File: config.mk
export PLATFORM = sky130hd
export DESIGN_NAME = joy_dir_filter
export DESIGN_NICKNAME = d
export VERILOG_FILES = /design/src/rtl/joy_pkg.sv /design/src/rtl/joy_debounce.sv /design/src/rtl/joy_dir_filter.sv
export SDC_FILE = /design/constraint.sdc
export NUM_CORES = 1
export LEC_CHECK = 0
export CORE_ASPECT_RATIO = 1.4
export CORE_UTILIZATION = 56
export CTS_CLUSTER_DIAMETER = 200
export DETAILED_ROUTE_END_ITERATION = 6
export PLACE_DENSITY = 0.89
export SYNTH_ARGS = -nofsm -noshare
export SYNTH_HDL_FRONTEND = slang
export SYNTH_SLANG_ARGS = --single-unit
File: constraint.sdc
create_clock -name clk -period 2.8 [get_ports clk]
set_input_delay 0.7 -clock clk [delete_from_list [all_inputs] [get_ports clk]]
set_output_delay 0.7 -clock clk [all_outputs]
set_load 0.05 [all_outputs]
File: src/rtl/joy_pkg.sv
// Shared constants and helpers for the joystick direction conditioner.
// Direction nibble layout is {up, down, left, right}; the highest bit has the highest priority.
package joy_pkg;

  localparam logic [1:0] JOY_8WAY = 2'd0;
  localparam logic [1:0] JOY_4NEW = 2'd1;
  localparam logic [1:0] JOY_4OLD = 2'd2;
  localparam logic [1:0] JOY_2H   = 2'd3;

  localparam int DIR_UP = 3;
  localparam int DIR_DN = 2;
  localparam int DIR_LT = 1;
  localparam int DIR_RT = 0;

  // Keeps only the highest-priority set bit; returns 0 for an empty input.
  function automatic logic [3:0] prio_onehot(input logic [3:0] v);
    logic [3:0] r;
    r = 4'b0000;
    if (v[DIR_UP])      r[DIR_UP] = 1'b1;
    else if (v[DIR_DN]) r[DIR_DN] = 1'b1;
    else if (v[DIR_LT]) r[DIR_LT] = 1'b1;
    else if (v[DIR_RT]) r[DIR_RT] = 1'b1;
    return r;
  endfunction

endpackage

File: src/rtl/joy_debounce.sv
// Per-bit vector debounce: a bit follows its input only after it has differed
// for DEB_TICKS consecutive ce ticks. DEB_TICKS=0 degenerates to a plain register.
module joy_debounce #(
  parameter int WIDTH     = 4,
  parameter int DEB_TICKS = 0
) (
  input  logic             clk,
  input  logic             reset,
  input  logic             ce,
  input  logic [WIDTH-1:0] din,
  output logic [WIDTH-1:0] dout
);

  generate
    if (DEB_TICKS == 0) begin : g_bypass
      logic unused_ce;
      assign unused_ce = ce;

      always_ff @(posedge clk) begin
        if (reset) dout <= '0;
        else       dout <= din;
      end
    end else begin : g_count
      localparam int CW = $clog2(DEB_TICKS + 1);
      localparam logic [CW-1:0] LAST = CW'(DEB_TICKS - 1);

      logic [CW-1:0] cnt [WIDTH];

      // Counter restarts whenever the input agrees again, so short glitches never land.
      always_ff @(posedge clk) begin
        for (int i = 0; i < WIDTH; i++) begin
          if (reset) begin
            cnt[i]  <= '0;
            dout[i] <= 1'b0;
          end else if (din[i] == dout[i]) begin
            cnt[i] <= '0;
          end else if (ce) begin
            if (cnt[i] == LAST) begin
              dout[i] <= ~dout[i];
              cnt[i]  <= '0;
            end else begin
              cnt[i] <= cnt[i] + 1'b1;
            end
          end
        end
      end
    end
  endgenerate

endmodule

File: src/rtl/joy_dir_filter.sv
// Multi-channel joystick direction conditioner: sync, debounce, mode-dependent
// arbitration (8-way / 4-way newest / 4-way oldest / 2-way horizontal) and change strobe.
module joy_dir_filter
  import joy_pkg::*;
#(
  parameter int NCH          = 2,
  parameter int DEB_TICKS    = 0,
  parameter bit SOCD_NEUTRAL = 1'b1
) (
  input  logic             clk,
  input  logic             reset,
  input  logic             ce,
  input  logic [1:0]       mode,
  input  logic [4*NCH-1:0] indir,
  output logic [4*NCH-1:0] outdir,
  output logic [NCH-1:0]   changed
);

  logic [4*NCH-1:0] sync_q;
  logic [4*NCH-1:0] deb;
  logic [4*NCH-1:0] deb_prev;
  logic [4*NCH-1:0] cur_q;
  logic [4*NCH-1:0] cur_nxt_v;
  logic [4*NCH-1:0] out_nxt_v;
  logic [1:0]       mode_q;
  logic             mode_chg;

  assign mode_chg = (mode != mode_q);

  joy_debounce #(
    .WIDTH     (4 * NCH),
    .DEB_TICKS (DEB_TICKS)
  ) u_deb (
    .clk   (clk),
    .reset (reset),
    .ce    (ce),
    .din   (sync_q),
    .dout  (deb)
  );

  generate
    for (genvar c = 0; c < NCH; c++) begin : g_ch
      logic [3:0] d;
      logic [3:0] r;
      logic [3:0] dm;
      logic [3:0] rm;
      logic [3:0] cur;
      logic [3:0] cur_nxt;
      logic [3:0] out_nxt;

      assign d   = deb[4*c +: 4];
      assign r   = d & ~deb_prev[4*c +: 4];
      assign cur = cur_q[4*c +: 4];
      // Horizontal-only mode arbitrates exactly like newest-wins on a masked view.
      assign dm  = (mode == JOY_2H) ? (d & 4'b0011) : d;
      assign rm  = (mode == JOY_2H) ? (r & 4'b0011) : r;

      always_comb begin
        cur_nxt = cur;
        out_nxt = '0;
        if (mode_chg) begin
          cur_nxt = '0;
        end else begin
          case (mode)
            JOY_8WAY: begin
              cur_nxt = '0;
              out_nxt = d;
              if (SOCD_NEUTRAL) begin
                if (d[DIR_UP] && d[DIR_DN]) begin
                  out_nxt[DIR_UP] = 1'b0;
                  out_nxt[DIR_DN] = 1'b0;
                end
                if (d[DIR_LT] && d[DIR_RT]) begin
                  out_nxt[DIR_LT] = 1'b0;
                  out_nxt[DIR_RT] = 1'b0;
                end
              end
            end
            JOY_4NEW, JOY_2H: begin
              if (rm != 4'b0000)              cur_nxt = prio_onehot(rm);
              else if ((cur & dm) == 4'b0000) cur_nxt = prio_onehot(dm);
              out_nxt = cur_nxt;
            end
            JOY_4OLD: begin
              if ((cur & d) == 4'b0000) cur_nxt = prio_onehot(d);
              out_nxt = cur_nxt;
            end
            default: begin
              cur_nxt = '0;
            end
          endcase
        end
      end

      assign cur_nxt_v[4*c +: 4] = cur_nxt;
      assign out_nxt_v[4*c +: 4] = out_nxt;
    end
  endgenerate

  always_ff @(posedge clk) begin
    if (reset) begin
      sync_q   <= '0;
      deb_prev <= '0;
      mode_q   <= '0;
      cur_q    <= '0;
      outdir   <= '0;
      changed  <= '0;
    end else begin
      sync_q   <= indir;
      deb_prev <= deb;
      mode_q   <= mode;
      cur_q    <= cur_nxt_v;
      outdir   <= out_nxt_v;
      for (int c = 0; c < NCH; c++) begin
        changed[c] <= (out_nxt_v[4*c +: 4] != outdir[4*c +: 4]);
      end
    end
  end

endmodule

==> impl_metrics.env <==
export IMPL_grt_ovfl_total=0
export IMPL_start_util=0.583
export IMPL_synth_area_top_cells="dfxtp_1, nor2b_1, nor2_1, nand2b_1, a21oi_1"
export IMPL_io_pins=23
export IMPL_die_w_um=55.7
export IMPL_dp_cells=344
export IMPL_synth_cells=259
export IMPL_async_reset_ff_frac=0
export IMPL_power_density_nw_per_um2=499
export IMPL_crit_fanout=7
export IMPL_die_area_sq_um=4300
export IMPL_ys_seq_area_frac=0.389
export IMPL_rsz0062_at_grt="false"
export IMPL_syn_area_per_cell_sq_um=8.74
export IMPL_synthFlopType="dfxtp_1"
export IMPL_layout_commonest_cell="dfxtp_1"
export IMPL_min_period_over_period=0.905
export IMPL_hold_start="sync_q[4]$_SDFF_PP0_"
export IMPL_p_leak_uw=0.00110
export IMPL_via_per_inst=6.11
export IMPL_netlist_area_leader_share=0.389
export IMPL_r2r_end="changed[1]$_SDFF_PP0_"
export IMPL_required_ns=2.97
export IMPL_synth_cell_types=61
export IMPL_grt_max_degree=32
export IMPL_netlist_area_sq_um=2260
export IMPL_port_buffers=21
export IMPL_area_delta_synth_final_pct=25.8
export IMPL_clock_skew_ns=0.00564
export IMPL_yosysTopAreaCell="dfxtp_1"
export IMPL_layout_nets=321
export IMPL_fin_cells=352
export IMPL_reg2reg_depth=8
export IMPL_synthAdderAreaFrac=0
export IMPL_grt_first_pass_wirelength_mm=9.21
export IMPL_status="finished clean"
export IMPL_min_delay_path_depth=1
export IMPL_gp_congestion=0.913
export IMPL_drtIter0Drc=130
export IMPL_slew_viol_final=0
export IMPL_drc=0
export IMPL_ir_drop_uv=569
export IMPL_synthMuxAreaShare=0.00884
export IMPL_synth_compound_area_frac=0.254
export IMPL_hold_violations=0
export IMPL_ant_nets=0
export IMPL_clk_pin_slew_ns=0.08
export IMPL_timing_fmax_mhz=395
export IMPL_whs_ns=0.436
export IMPL_wl_per_cell_um=15.8
export IMPL_dp_hpwl_mm=3.98
export IMPL_criticalPathCategory="in -> reg"
export IMPL_core_area_sq_um=3880
export IMPL_end_kind="flip-flop"
export IMPL_cts_inserted_buffers=5
export IMPL_synth_xor_area_frac=0.0116
export IMPL_reg2reg_slack_ns=0.38
export IMPL_syn_nets=272
export IMPL_postLayoutCoreUtil=0.733
export IMPL_fin_tns_setup_ns=0
export IMPL_antenna_found_initial=0
export IMPL_setup_worst_path_start_class="primary input"
export IMPL_drive_above_1_share=0.181
export IMPL_mostFrequentLayoutCells="dfxtp_1, buf_4, nor2b_1"
export IMPL_synth_top_family_by_area="simple AND/OR/NAND/NOR gates"
export IMPL_cts_root_buf="clkbuf_8"
export IMPL_min_to="u_deb.dout[4]$_SDFF_PP0_"
export IMPL_grt_pass1_vias=2085
export IMPL_drv_cap=0
export IMPL_htree_levels=2
export IMPL_maxSlewHeadroom=0.660
export IMPL_max_clock_path_buffers=2
export IMPL_layout_setup_ws_ns=0.267
export IMPL_synthSimpleGateAreaFrac=0.296
export IMPL_setup_violations=0
export IMPL_die_h_um=77.2
export IMPL_critical_path_arrival_ns=2.70
export IMPL_cts_tree="yes"
export IMPL_yosys_warnings=0
export IMPL_synth_edf_count=0
export IMPL_track_usage=0.270
export IMPL_vias=2150
export IMPL_hp_class="reg -> reg"
export IMPL_firstDrtPassIters=4
export IMPL_period_minus_slack_ns=2.53
export IMPL_antennaDiodeCount=0
export IMPL_worst_pin_slew_ns=0.510
export IMPL_pre_cts_ws_ns=-0.338
export IMPL_worstSkewPairLatency_ns=0.29
export IMPL_r2r_start="u_deb.dout[6]$_SDFF_PP0_"
export IMPL_routed_wl_mm=5.55
export IMPL_ys_seq_elements=44
export IMPL_clock_sinks=44
export IMPL_num_rows=27
-- power by group --
part           total [uW]  internal (uW)  switching [uW]
clock                 512            292             221
combinational         237            115             122
sequential            672            649            23.2
-- how the worst max path moves through the flow --
stage	depth (start not counted)	end	start	slack, ns
after floorplan	9	changed[0]$_SDFF_PP0_	mode[1]	0.44
after global placement	9	changed[1]$_SDFF_PP0_	mode[0]	-0.20
after detailed placement	9	changed[1]$_SDFF_PP0_	mode[0]	-0.34
after CTS	9	changed[1]$_SDFF_PP0_	mode[1]	0.03
after global routing	9	changed[1]$_SDFF_PP0_	mode[0]	0.18
final	9	changed[1]$_SDFF_PP0_	mode[0]	0.27
-- area by class of cell --
| class | count | area [sq um] |
|---|---|---|
| multi-input cells | 198 | 1310 |
| fillers | 284 | 1040 |
| flip-flops and latches | 44 | 881 |
| repair buffers | 55 | 467 |
| clock buffers | 6 | 82.6 |
| well taps | 43 | 53.8 |
| clock inverters | 2 | 38.8 |
| inverters | 4 | 15.0 |
-- critical path, stage by stage --
cell,delay [ns]
dlygate4sd2_1,0.33
buf_4,0.18
o2bb2ai_1,0.13
and3_1,0.23
a2111oi_4,0.37
o221a_2,0.28
nor3_1,0.06
nor4b_2,0.26
o32ai_1,0.15
-- sequential cells by signal, summed over array words and instances (netlist names) --
signal,count
changed,2
sync_q,8
outdir,8
mode_q,2
cur_q,8
deb_prev,8
u_deb.dout,8
-- cells by family (layout without fill, tap and decap cells) --
| group | Yosys count | after routing |
|---|---|---|
| XOR/XNOR | 3 | 3 |
| buffers and inverters | 17 | 67 |
| flip-flops | 44 | 44 |
| AND/OR/NAND/NOR | 119 | 119 |
| multiplexers | 2 | 2 |
| AO/OA/AOI/OAI | 74 | 74 |
-- through the flow --
step | power, uW | area (sq um)
floorplan | 822 | 2260
global placement | 908 | 2710
detailed placement | 915 | 2710
CTS | 1420 | 2830
global route | 1480 | 2850
finish | 1420 | 2850
-- metal layers --
metal	GRT usage	up-vias	part of all wire
met5	0	-	0
met1	0.285	1018	0.40
met2	0.487	65	0.52
met3	0.0489	22	0.041
li1	-	1045	-
met4	0.168	0	0.039
-- Yosys cell counts (3+ instances only) --
| cell | count |
|---|---|
| dfxtp_1 | 44 |
| nand2_1 | 10 |
| nor2b_1 | 29 |
| o21ai_0 | 9 |
| a32oi_1 | 3 |
| nand2b_1 | 16 |
| inv_1 | 4 |
| or3_1 | 3 |
| clkbuf_1 | 7 |
| a211oi_1 | 3 |
| nor3_1 | 5 |
| buf_6 | 3 |
| buf_2 | 3 |
| o31ai_1 | 4 |
| nand3_1 | 6 |
| a31oi_1 | 3 |
| nor2_1 | 28 |
| and3_1 | 4 |
| and2_1 | 4 |
| nor3b_1 | 5 |
| a21oi_1 | 16 |
| o22ai_1 | 3 |
-- repair_timing --
action	4_1_cts	5_1_grt
setup endpoints to repair	1	2
gates resized for setup	1	3
setup buffers	0	0
hold buffers	0	0
pin swaps	0	1
Note: power is estimated with default switching activity, not from simulation.
